### src/rtl/ps2_host_tx.sv
// Host-to-device PS/2 transmitter: inhibits the bus, sends start/data/parity/stop
// on device-generated clock falls, then samples the device ack bit.
module ps2_host_tx #(
  parameter int CLK_HZ         = 50_000_000,
  parameter int INHIBIT_CYCLES = 5000,
  parameter int TIMEOUT_CYCLES = 750000,
  parameter int TO_W           = 20
) (
  input  logic       clk_in,
  input  logic       reset_n,
  input  logic       ps2_clock,
  input  logic       ps2_data,
  output logic       ps2_clock_oe,
  output logic       ps2_data_oe,
  input  logic [7:0] tx_data,
  input  logic       tx_valid,
  output logic       tx_ready,
  output logic       busy,
  output logic       done,
  output logic       ack_ok,
  output logic       error
);

  if (CLK_HZ <= 0 || INHIBIT_CYCLES < 1 || TIMEOUT_CYCLES < 1 ||
      INHIBIT_CYCLES >= (1 << TO_W) || TIMEOUT_CYCLES >= (1 << TO_W)) begin : g_bad_params
    $error("ps2_host_tx: counter width too small or bad cycle parameters");
  end

  typedef enum logic [2:0] {
    IDLE,
    INHIBIT,
    SEND,
    WAIT_IDLE,
    DONE
  } state_t;

  localparam logic [TO_W-1:0] INHIBIT_LAST = TO_W'(INHIBIT_CYCLES - 1);
  localparam logic [TO_W-1:0] TIMEOUT_LAST = TO_W'(TIMEOUT_CYCLES - 1);

  function automatic logic odd_parity(input logic [7:0] b);
    return ~^b;
  endfunction

  state_t          state, state_nxt;
  logic [TO_W-1:0] count, count_nxt;
  logic [3:0]      bitcnt, bitcnt_nxt;
  logic [7:0]      shreg, shreg_nxt;
  logic            parity, parity_nxt;
  logic            ack_bit, ack_bit_nxt;
  logic            clock_oe_nxt, data_oe_nxt;
  logic            ack_ok_nxt, error_nxt;

  logic            clock_p0, clock_p1, clock_p2;
  logic            data_p0, data_p1;
  logic            fall;
  logic            timeout;

  // Stage p0/p1: two-flop synchronisers; p2 holds the previous clock sample
  always_ff @(posedge clk_in) begin
    if (!reset_n) begin
      clock_p0 <= 1'b1;
      clock_p1 <= 1'b1;
      clock_p2 <= 1'b1;
      data_p0  <= 1'b1;
      data_p1  <= 1'b1;
    end else begin
      clock_p0 <= ps2_clock;
      clock_p1 <= clock_p0;
      clock_p2 <= clock_p1;
      data_p0  <= ps2_data;
      data_p1  <= data_p0;
    end
  end

  assign fall    = clock_p2 & ~clock_p1;
  assign timeout = (count == TIMEOUT_LAST);

  assign tx_ready = (state == IDLE);
  assign busy     = (state != IDLE);
  assign done     = (state == DONE);

  always_comb begin
    state_nxt    = state;
    count_nxt    = count;
    bitcnt_nxt   = bitcnt;
    shreg_nxt    = shreg;
    parity_nxt   = parity;
    ack_bit_nxt  = ack_bit;
    clock_oe_nxt = ps2_clock_oe;
    data_oe_nxt  = ps2_data_oe;
    ack_ok_nxt   = ack_ok;
    error_nxt    = error;

    case (state)
      IDLE: begin
        clock_oe_nxt = 1'b0;
        data_oe_nxt  = 1'b0;
        if (tx_valid) begin
          shreg_nxt    = tx_data;
          parity_nxt   = odd_parity(tx_data);
          ack_ok_nxt   = 1'b0;
          error_nxt    = 1'b0;
          count_nxt    = '0;
          clock_oe_nxt = 1'b1;
          state_nxt    = INHIBIT;
        end
      end

      INHIBIT: begin
        if (count == INHIBIT_LAST) begin
          clock_oe_nxt = 1'b0;
          data_oe_nxt  = 1'b1;
          count_nxt    = '0;
          bitcnt_nxt   = '0;
          state_nxt    = SEND;
        end else begin
          count_nxt = count + TO_W'(1);
        end
      end

      SEND: begin
        if (timeout) begin
          clock_oe_nxt = 1'b0;
          data_oe_nxt  = 1'b0;
          ack_bit_nxt  = 1'b1;
          ack_ok_nxt   = 1'b0;
          error_nxt    = 1'b1;
          state_nxt    = DONE;
        end else begin
          count_nxt = count + TO_W'(1);
          if (fall) begin
            bitcnt_nxt = bitcnt + 4'd1;
            if (bitcnt < 4'd8) begin
              data_oe_nxt = ~shreg[bitcnt[2:0]];
            end else if (bitcnt == 4'd8) begin
              data_oe_nxt = ~parity;
            end else if (bitcnt == 4'd9) begin
              data_oe_nxt = 1'b0;
            end else begin
              // Eleventh fall: the device is driving its ack bit
              ack_bit_nxt = data_p1;
              data_oe_nxt = 1'b0;
              state_nxt   = WAIT_IDLE;
            end
          end
        end
      end

      WAIT_IDLE: begin
        clock_oe_nxt = 1'b0;
        data_oe_nxt  = 1'b0;
        if (timeout) begin
          ack_bit_nxt = 1'b1;
          ack_ok_nxt  = 1'b0;
          error_nxt   = 1'b1;
          state_nxt   = DONE;
        end else if (clock_p1 && data_p1) begin
          // Status is registered on entry so it is valid during the done pulse
          ack_ok_nxt = ~ack_bit;
          error_nxt  = ack_bit;
          state_nxt  = DONE;
        end else begin
          count_nxt = count + TO_W'(1);
        end
      end

      DONE: begin
        clock_oe_nxt = 1'b0;
        data_oe_nxt  = 1'b0;
        state_nxt    = IDLE;
      end

      default: begin
        clock_oe_nxt = 1'b0;
        data_oe_nxt  = 1'b0;
        state_nxt    = IDLE;
      end
    endcase
  end

  always_ff @(posedge clk_in) begin
    if (!reset_n) begin
      state        <= IDLE;
      count        <= '0;
      bitcnt       <= '0;
      ps2_clock_oe <= 1'b0;
      ps2_data_oe  <= 1'b0;
      ack_ok       <= 1'b0;
      error        <= 1'b0;
    end else begin
      state        <= state_nxt;
      count        <= count_nxt;
      bitcnt       <= bitcnt_nxt;
      ps2_clock_oe <= clock_oe_nxt;
      ps2_data_oe  <= data_oe_nxt;
      ack_ok       <= ack_ok_nxt;
      error        <= error_nxt;
    end
  end

  always_ff @(posedge clk_in) begin
    shreg   <= shreg_nxt;
    parity  <= parity_nxt;
    ack_bit <= ack_bit_nxt;
  end

endmodule

### config.mk
export PLATFORM = sky130hd
export DESIGN_NAME = ps2_host_tx
export DESIGN_NICKNAME = d
export VERILOG_FILES = /design/src/rtl/ps2_host_tx.sv
export SDC_FILE = /design/constraint.sdc
export NUM_CORES = 1
export LEC_CHECK = 0
export CAP_MARGIN = 20
export CORE_MARGIN = 5
export CORE_UTILIZATION = 50
export CTS_CLUSTER_DIAMETER = 100
export DETAILED_ROUTE_END_ITERATION = 10
export MAX_ROUTING_LAYER = met4
export PLACE_DENSITY = 0.7
export SYNTH_ARGS = -nofsm -noshare
export SYNTH_HDL_FRONTEND = slang
export SYNTH_SLANG_ARGS = --single-unit
### constraint.sdc
create_clock -name clk_in -period 3 [get_ports clk_in]
set_clock_uncertainty 0.2 [all_clocks]
set_input_delay 0.6 -clock clk_in [delete_from_list [all_inputs] [get_ports clk_in]]
set_output_delay 0.6 -clock clk_in [all_outputs]
set_load 0.005 [all_outputs]
Word level (Yosys, flattened, before mapping)
Cells that the tools add are included.

storage, ports and cells
  bits in registers = 46
  latch bits = 0
  logic and storage cells = 107
  output and inout bits = 7
  bits in read-only memories = 0
  bits of input ports = 13
  memory bits (writable) = 0
  memories = 0

cells by class
  div/mod/pow operators = 0
  shift operators = 0
  reductions and logical operators = 16
  $add $sub $neg = 2
  bitwise operators = 5
  multiply operators = 0
  muxes and demuxes = 46
  equal/unequal tests = 21
  magnitude comparators = 2

operators by type and width
  kind                     number
  $mux W20                 5
  $pmux W20 S4             1
  $mux W3                  9
  $add A20 B1 Y20 const B  1
  $eq A20 B13 Y1 const B   1
  $eq A20 B20 Y1 const B   1
  $mux W1                  20
  $ne A2 B2 Y1 const B     8
  $ne A3 B3 Y1 const B     5
  $mux W4                  3
  $pmux W3 S4              1
  $pmux W1 S3              3
  $eq A4 B4 Y1 const B     2
  $pmux W4 S2              1
  $reduce_and A4 Y1        2
  $reduce_xnor A8 Y1       1
  $reduce_and A7 Y1        1
  $eq A3 B2 Y1 const B     2
  $reduce_and A2 Y1        3
  $reduce_and A6 Y1        1
  $reduce_bool A3 Y1       2
  $reduce_and A5 Y1        1
  $add A4 B1 Y4 const B    1
  $lt A3 B4 Y1 const B     1
  other kinds (11)         16

Depth between registers and ports, before layout
Gate-level depths: netlist (run 1).

  depth after elaboration = 7
  mapped depth = 7
  gate-level depth less buffers = 6

Least setup slack after synthesis (run 1)
No wires, ideal clock.

  kind = flip-flop to flip-flop
  start point = register count[0]
  end point = register count[4]
  data required time = 2685 ps
  cell stages (with the launch flop) = 8
  library setup time = 115 ps
  setup slack = 911 ps
  data arrival time = 1775 ps
  period minus slack after synthesis = 2089 ps
  path buffers = 1
  path through = dfxtp_1 -> ha_1 -> or3b_2 -> nor3_1 -> a21oi_2 -> o21ai_4 -> buf_4 -> nor2_1

between the ends
  cells in the longest elaborated chain, start to end = 4
  elaborated cells on any way between the ends = 11
  those cells by class = 1 x add/sub; 4 x eq/ne; 5 x mux; 1 x reduce/logical

RTL lines
  what                      line           RTL
  start: declaration        45             logic [TO_W-1:0] count, count_nxt;
  start signal: assignment  192            count <= count_nxt;
  $add A20 B1 Y20           117, 130, 163
  $mux W20                  157            end else if (clock_p1 && data_p1) begin
  $mux W20                  152            if (timeout) begin
  $pmux W20 S4              94             case (state)

Parallel ways exist; a longest one is shown, timed or not. The select of a mux whose other input is x is not followed.
A chain may end at the register's enable or synchronous reset.

Worst setup path after layout (run 1)
  start point = register state[0]
  end point = output busy

between the ends
  cells in the longest elaborated chain, start to end = 1

RTL lines
  what                      line  RTL
  start: declaration        44    state_t state, state_nxt;
  start signal: assignment  191   state <= state_nxt;
  $reduce_bool A3 Y1        79    assign busy = (state != IDLE);
  end: declaration          18    output logic busy,

No other way between the ends.

==> metrics.txt, run 1 <==
# Post-CTS Setup Buffers 0; initial core utilization 51.23%; Avg Cell Area, Syn 9.316 um^2; Worst EP arrival 1.63 ns; # IOs 20; Slew Limit Fails 0; clk sinks 46; Yosys top cell area share 29.98%; Synth Area in XOR/XNOR 6.559%; wire per inst 15.69 um; row count 25; DP Area 2645 um^2; vias in the first global route 1,893; Area Overhead vs Synth 14.89%; initial antenna violation count 0; Layout Nets 296; detailed router's first-iteration violation count 178; mapped cell area 2404 um^2; Synth Area in Simple Gates 27.80%; first-pass GRT wire length 8783 um; CTS H-tree depth 2; Reg clk slew, reported paths 0.09 ns; Leak 0.8922 nW; YS warnings 0; worst slew pin tran 0.6264 ns; post-route worst setup slack 0.5694 ns; Seq/Total Area, Yosys 42.48%; Synth area leader dfxtp_1; CTS max path bufs 2; fill count 431; multi-input logic area 1299 um^2; Max IR drop VDD 0.2777 mV; Slew headroom 58.11%; Max FO, Critical Path 12; clk_lat worst skew 0.30 ns; # resized after CTS 0; Util after Layout 58.85%; final RePlAce weighted congestion 0.9369; DR pass1 iterations 5; Max Freq 411.4 MHz; most common cell in the synthesized netlist dfxtp_1; Root Driver clkbuf_8; layout cells sized above 1 10.00%; Distinct cells, synth 53; Worst Setup Start Kind flop; outcome finished, final reports clean; die width 79.34 um; complex-gate fraction of the synthesized area 15.72%; post-detail-place hpwl 3795 um; Core Area 4692 um^2; drt total wl 5240 um; Synth async-reset ratio 0%; crit share post-route 81.02%; Adder-Cell Fraction of Synth Area 2.082%; CP endpoint kind primary output; Congestion Overflow GR 0; hold crit path type flop to flop; critical path required time 2.20 ns; Synth area leaders dfxtp_1 30%, edfxtp_1 12%, xnor2_1 5.5%; Pwr per Cell Area 454.5 nW/um^2; Hold Buf Count CTS 0; critical setup path kind flop to primary output; reg2reg setup slack 0.57 ns; via count 2,045; post-synth net total 275; die area 6294 um^2; final instance area 2761 um^2; final setup fails 0; Final Hold Viols 0; post-synthesis mux area share 1.874%; Post-route DRC 0; Die H 79.34 um; max-cap viol count 0; Final ANT Viol Nets 0; Top FF cell, synth dfxtp_1; #FFs+latches synth 46; RSZ-0062 raised after global routing no; TritonCTS buffer count 5; Post-Route Setup TNS 0 ns; CTS tree yes; synthesized instance count 258; EDFF count, synth 10; Final min period 2.431 ns; largest net degree at the start of global routing 19; antenna cells 0; port bufs 19; top cells by count, synth 36 x dfxtp_1, 21 x nor2_1, 19 x nand3_1; Vias/cell 6.123; pre-CTS WS 0.3225 ns; total track usage 17.94%; register area 1021 um^2; main combinational cell family by area after synthesis simple AND/OR/NAND/NOR gates
==> cell usage in the layout, fill, tap and decap left out, types with 2 or more instances in the layout <==
cell type        count
a31o_2               3
a21oi_1             14
nor2b_1              2
mux4_2               2
or4_1                6
nand2b_1             7
nand2_1             14
edfxtp_1            10
or3_1                3
or4bb_1              3
a211oi_1             2
inv_6                2
clkbuf_8             5
xor2_1               3
nor2_1              21
o31ai_1              4
nor3b_1              3
nand4_1              4
and3_1               6
or2_2                2
buf_4                4
nor4_1               4
dfxtp_1             36
a31oi_1              3
a21o_1               2
ha_1                 4
clkdlybuf4s50_1     19
o21ai_4              2
and4_1               3
inv_1               10
xnor2_1             15
nand4b_1             3
o211ai_1             4
o41ai_1              3
nor3_2               2
nor3_1               9
o21ai_0              6
nand3_1             19
==> stage by stage <==
stage          std cells  total power, mW  hold slack (ns)
2_1_floorplan        258           0.7458           0.1863
3_3_place_gp         326           0.7880           0.1935
3_5_place_dp         326           0.7903           0.1909
4_1_cts              334            1.266           0.2133
5_1_grt              334            1.304           0.2350
6_report             334            1.255           0.2115
==> worst paths after layout <==
check	start	to	cells after the start
min reg2reg	clock_p0$_SDFF_PN1_	clock_p1$_SDFF_PN1_	1
min	clock_p0$_SDFF_PN1_	clock_p1$_SDFF_PN1_	1
max	state[0]$_SDFFE_PN0P_	busy	3
max reg2reg	count[0]$_SDFFE_PN0P_	ps2_clock_oe$_SDFFE_PN0P_	6
==> where the power goes <==
part	switching [mW]	leakage [nW]	total [mW]	internal [mW]
sequential	0.0109	0.387	0.663	0.652
combinational	0.0589	0.446	0.113	0.0539
clock	0.225	0.0591	0.480	0.254
total	0.295	0.892	1.26	0.960
==> cell families after synthesis <==
logic type,count (synthesis)
buffers and inverters,19
adders and majority gates,4
AOI/OAI and AO/OA,53
and+or+nand+nor,116
DFF,46
xor gates and xnor gates,18
muxes,2
==> worst max-delay path: stages (launching register included) <==
cell and delay [ns]:
dfxtp_1 0.44, nor3_1 0.32, inv_1 0.12, clkdlybuf4s50_1 0.46
==> registers in the layout (all words and copies together), names as in the netlist, 3 cells and up <==
register	flops
state	3
bitcnt	4
count	20
shreg	8
==> final cells by class <==
| class | instances | share of cell area (%) |
|---|---|---|
| multi-input combinational | 193 | 47.03 |
| tap | 54 | 2.447 |
| sequential | 46 | 36.97 |
| timing repair buffer | 23 | 7.975 |
| clock buffer | 5 | 2.492 |
| clock inverter | 3 | 1.722 |
| inverter | 10 | 1.359 |
==> routing by layer <==
layer | track usage, % | vias up | share of wire (%)
met5 | - | - | 0
met4 | 6.529 | 0 | 0.84
met3 | 2.834 | 4 | 6.4
met2 | 26.35 | 69 | 43
met1 | 25.02 | 965 | 50
li1 | - | 1007 | -
Power figures use the tool's default switching activity.
==> run 2: changes to the inputs <==
--- a/config.mk
+++ b/config.mk
@@ -11,7 +11,7 @@
 export CTS_CLUSTER_DIAMETER = 100
 export DETAILED_ROUTE_END_ITERATION = 10
 export MAX_ROUTING_LAYER = met4
-export PLACE_DENSITY = 0.7
+export PLACE_DENSITY = 0.73
 export SYNTH_ARGS = -nofsm -noshare
 export SYNTH_HDL_FRONTEND = slang
 export SYNTH_SLANG_ARGS = --single-unit
==> constraint.sdc (replaced) <==
create_clock -name clk_in -period 2.21 [get_ports clk_in]
set_clock_uncertainty 0.2 [all_clocks]
set_input_delay 0.442 -clock clk_in [delete_from_list [all_inputs] [get_ports clk_in]]
set_output_delay 0.442 -clock clk_in [all_outputs]
set_load 0.005 [all_outputs]
==> metrics.txt, run 2 (synthesis gave the netlist of run 1 again) <==
outcome finished, violations left; failing checks setup timing; Logic pwr share 11.7%; placed cell count 362; clk_lat worst skew 0.30 ns; Psw 0.3991 mW; Post-Route Setup TNS -0.006485 ns; Worst Setup Start Kind flop; Worst EP arrival 2.21 ns; Slew headroom 64.26%; RSZ-0062 raised after global routing yes; post-route worst setup slack -0.006485 ns; Reg clk slew, reported paths 0.08 ns; layout cells sized above 1 27.02%; Core Area 4692 um^2; Final ANT Viol Nets 0; Max FO, Critical Path 6; critical setup path kind flop to flop; Reg-to-Reg End count[0]$_SDFFE_PN0P_; critical path required time 2.20 ns; switching share of power 21.64%; Post-route DRC 0; Root Driver clkbuf_8; R2R depth 6; worst slew pin tran 0.5349 ns; final instance area 3236 um^2; clk sinks 46; largest net degree at the start of global routing 15; post-detail-place hpwl 4176 um; Fin Hold WS 0.2117 ns; Worst path slowest cell or4bb_4; CTS tree yes; worst-path cell chain or4bb_4 -> or3_4 -> o21ai_4 -> buf_6 -> xor2_1 -> nor2_1; reg2reg setup slack -0.006 ns; crit share post-route 100.3%; row count 25; Max Freq 451.2 MHz; CTS H-tree depth 2; initial core utilization 51.23%; pre-CTS WS -0.2356 ns; register area 1026 um^2; Leak 1.176 nW; DR pass1 iterations 6; Slew Limit Fails 0; final RePlAce weighted congestion 0.9925; total track usage 20.42%; final setup fails 1; Hold Buf Count CTS 0; Max IR drop VDD 0.3470 mV; most flop-heavy register count; post-route insts no fill 376; first-pass GRT wire length 9846 um; CTS max path bufs 2; TritonCTS buffer count 5; wire per inst 16.59 um; Pwr per Cell Area 570.1 nW/um^2; CP endpoint kind flop; Congestion Overflow GR 0; # IOs 20; Die H 79.34 um; Vias/cell 6.136; Power, Total 1.844 mW; antenna cells 0; drt total wl 6236 um; Min-Delay Path Depth 1; via count 2,307; die area 6294 um^2; Area Overhead vs Synth 34.62%; Top Registers count: 20 flops, shreg: 8 flops, bitcnt: 4 flops; Util after Layout 68.96%; DP Area 2915 um^2; Final min period 2.216 ns; Clk pwr share 39.7%; most frequent cells in the layout 39 x buf_4, 32 x dfxtp_1, 20 x nor2_1, 17 x nand3_1, 17 x clkdlybuf4s50_1; launching point of the worst reg2reg path count[6]$_SDFFE_PN0P_; die width 79.34 um; port bufs 19; Final Hold Viols 0; commonest non-fill, non-tap cell in the layout buf_4; fill count 343; multi-input logic area 1405 um^2; max-cap viol count 0; detailed router's first-iteration violation count 275; vias in the first global route 2,105; Flop pwr share 48.6%; max reg flops 20; WHS Endpoint data_p1$_SDFF_PN1_; initial antenna violation count 0; Layout Nets 338; Power Internal 1.445 mW; crit-path max cell delay 0.56 ns; worst hold start data_p0$_SDFF_PN1_; hold crit path type flop to flop
## run 2: cell types whose count changed in the layout (fill, tap and decap cells not counted), moves of 3 or more
cell,before,now
buf_4,4,39
buf_6,0,7
dfxtp_1,36,32
dfxtp_2,0,4
nor3_1,9,6
nor3_4,0,3
## run 2: final cells by class
class	instances	area share, %
Clock inverter	3	1.972
Timing Repair Buffer	65	17.52
Clock buffer	5	2.127
Multi-Input combinational cell	193	43.43
Tap cell	54	2.088
Sequential cell	46	31.71
Inverter	10	1.160
## run 2: metal layers
metal	vias up	wire [um]	GRT usage [%]
met4	0	112	6.186
met2	109	2823	31.99
li1	1084	-	-
met3	16	437	3.628
met5	-	0	-
met1	1098	2862	27.10
## run 2: what timing repair did
action / in CTS / in global routing
setup endpoints to repair: 7 / 29
gates resized for setup: 5 / 31
pin swaps: 1 / 7
cloned: 0 / 1
setup buffers: 2 / 3
## run 2: worst max path at each step
stage                      startpoint                endpoint  cells past startpoint
6_report        count[6]$_SDFFE_PN0P_   count[0]$_SDFFE_PN0P_                      6
5_1_grt         count[0]$_SDFFE_PN0P_   count[0]$_SDFFE_PN0P_                      7
4_1_cts        count[10]$_SDFFE_PN0P_   count[0]$_SDFFE_PN0P_                      6
3_5_place_dp                 tx_valid  count[19]$_SDFFE_PN0P_                      6
3_3_place_gp                 tx_valid  count[16]$_SDFFE_PN0P_                      6
2_1_floorplan   count[0]$_SDFFE_PN0P_   count[4]$_SDFFE_PN0P_                      7
## run 2: power by group through the flow
stage	logic [mW]	clock network, mW	registers [mW]
floorplan	0.100	0	0.912
finish	0.215	0.732	0.897
global placement	0.182	0	0.914
detailed placement	0.184	0	0.915
CTS	0.192	0.739	0.896
global route	0.231	0.780	0.899
## run 2: worst max-delay path: cells and delay by family (launching register included)
| kind | cells | cell delay, ns |
|---|---|---|
| compound gates | 1 | 0.27 |
| flops | 1 | 0.32 |
| buf+inv | 1 | 0.16 |
| xor+xnor | 1 | 0.14 |
| simple gates | 3 | 1.04 |
==> run 3: changes to the inputs <==
--- a/config.mk
+++ b/config.mk
@@ -11,7 +11,7 @@
 export CTS_CLUSTER_DIAMETER = 100
 export DETAILED_ROUTE_END_ITERATION = 10
 export MAX_ROUTING_LAYER = met4
-export PLACE_DENSITY = 0.73
+export PLACE_DENSITY = 0.7
 export SYNTH_ARGS = -nofsm -noshare
 export SYNTH_HDL_FRONTEND = slang
 export SYNTH_SLANG_ARGS = --single-unit
==> constraint.sdc (replaced) <==
create_clock -name clk_in -period 2.3 [get_ports clk_in]
set_clock_uncertainty 0.2 [all_clocks]
set_input_delay 0.46 -clock clk_in [delete_from_list [all_inputs] [get_ports clk_in]]
set_output_delay 0.46 -clock clk_in [all_outputs]
set_load 0.005 [all_outputs]
==> metrics.txt, run 3 (synthesis gave the netlist of run 1 again) <==
Max IR drop VDD 0.4638 mV; Slew headroom 72.94%; Pwr per Cell Area 519.6 nW/um^2; initial core utilization 51.23%; first-pass GRT wire length 9687 um; Max Freq 448.0 MHz; pre-CTS WS -0.1581 ns; antenna cells 0; Slew Limit Fails 0; post-detail-place hpwl 4035 um; worst setup path startpoint count[10]$_SDFFE_PN0P_; Leak 1.046 nW; outcome finished, final reports clean; CTS tree yes; TritonCTS buffer count 5; Util after Layout 64.75%; wire per inst 15.56 um; RSZ-0062 raised after global routing yes; CP endpoint kind flop; die area 6294 um^2; # IOs 20; Area Overhead vs Synth 26.39%; drt total wl 5632 um; Final ANT Viol Nets 0; most frequent cells in the layout 34 x dfxtp_1, 29 x buf_4, 21 x nor2_1, 19 x nand3_1, 19 x clkdlybuf4s50_1; clk sinks 46; via count 2,148; Fin Hold WS 0.2132 ns; Layout Nets 324; worst slew pin tran 0.4058 ns; die width 79.34 um; commonest non-fill, non-tap cell in the layout dfxtp_1; max reg flops 20; max-cap viol count 0; met3 wire len 367 um; Reg clk slew, reported paths 0.09 ns; Max FO, Critical Path 6; met2 routed wirelength 2564 um; Max Used Layer met4; launching point of the worst reg2reg path count[10]$_SDFFE_PN0P_; critical path required time 2.31 ns; Hold Buf Count CTS 0; Congestion Overflow GR 0; largest net degree at the start of global routing 21; Final Hold Viols 0; final RePlAce weighted congestion 0.8788; Post-route DRC 0; clk_lat worst skew 0.31 ns; most flop-heavy register count; DR pass1 iterations 4; Top Registers count: 20 flops, shreg: 8 flops, bitcnt: 4 flops; port bufs 19; post-route worst setup slack 0.06781 ns; Vias/cell 5.934; detailed router's first-iteration violation count 236; hold crit path type flop to flop; Worst EP arrival 2.24 ns; layout cells sized above 1 21.75%; Core Area 4692 um^2; Final min period 2.232 ns; worst hold start clock_p0$_SDFF_PN1_; row count 25; Worst Setup Start Kind flop; Die H 79.34 um; CTS max path bufs 2; crit share post-route 97.05%; final setup fails 0; wire length on met1 2654 um; initial antenna violation count 0; CTS H-tree depth 2; fill count 408; vias in the first global route 2,028; Root Driver clkbuf_8; critical setup path kind flop to flop; total track usage 20.10%
-- run 3: metrics by stage --
| step | total power [mW] | setup TNS [ns] | instances | cell area, um^2 |
|---|---|---|---|---|
| floorplan | 0.9727 | 0 | 258 | 2404 |
| global placement | 1.051 | -0.6264 | 352 | 2865 |
| detailed placement | 1.053 | -0.8239 | 352 | 2865 |
| CTS | 1.586 | 0 | 360 | 2965 |
| global route | 1.654 | -0.1888 | 362 | 3038 |
| finish | 1.579 | 0 | 362 | 3038 |
-- run 3: repair_timing --
| item | in CTS | in global routing |
|---|---|---|
| pin swaps | 0 | 1 |
| setup buffers | 0 | 2 |
| setup endpoints to repair | 2 | 33 |
| gates resized for setup | 1 | 11 |
-- run 3: path summary, 6_finish.rpt --
path,cells past startpoint,slack [ns],end
min,1,0.21,clock_p1$_SDFF_PN1_
min reg2reg,1,0.21,clock_p1$_SDFF_PN1_
max,6,0.07,count[0]$_SDFFE_PN0P_
max reg2reg,6,0.07,count[0]$_SDFFE_PN0P_
-- run 3: metal layers --
layer | vias up | GRT usage [%]
met5 | - | -
met4 | 0 | 5.670
met3 | 4 | 3.968
met2 | 74 | 29.71
met1 | 1008 | 28.03
li1 | 1062 | -
-- run 3: final cells by class --
cell class	count	area (um^2)	share of cell area, %
Clock inverter	3	26.28	0.8649
Multi-Input combinational cell	193	1346	44.32
Tap cell	54	67.56	2.224
Inverter	10	37.54	1.236
Clock buffer	5	68.82	2.265
Timing Repair Buffer	51	467.9	15.40
Sequential cell	46	1023	33.69
-- run 3: power by group --
part | switching [mW] | leakage (nW) | internal (mW)
Clock | 0.304 | 0.0495 | 0.226
Sequential | 0.0102 | 0.388 | 0.851
Combinational | 0.0890 | 0.609 | 0.0983
-- run 3: critical path, stage by stage, from the launching register on --
cell and delay, ns:
dfxtp_1 0.33, or4_4 0.55, or3_4 0.42, o21ai_4 0.27, buf_4 0.18, xor2_1 0.15
nor2_1 0.05
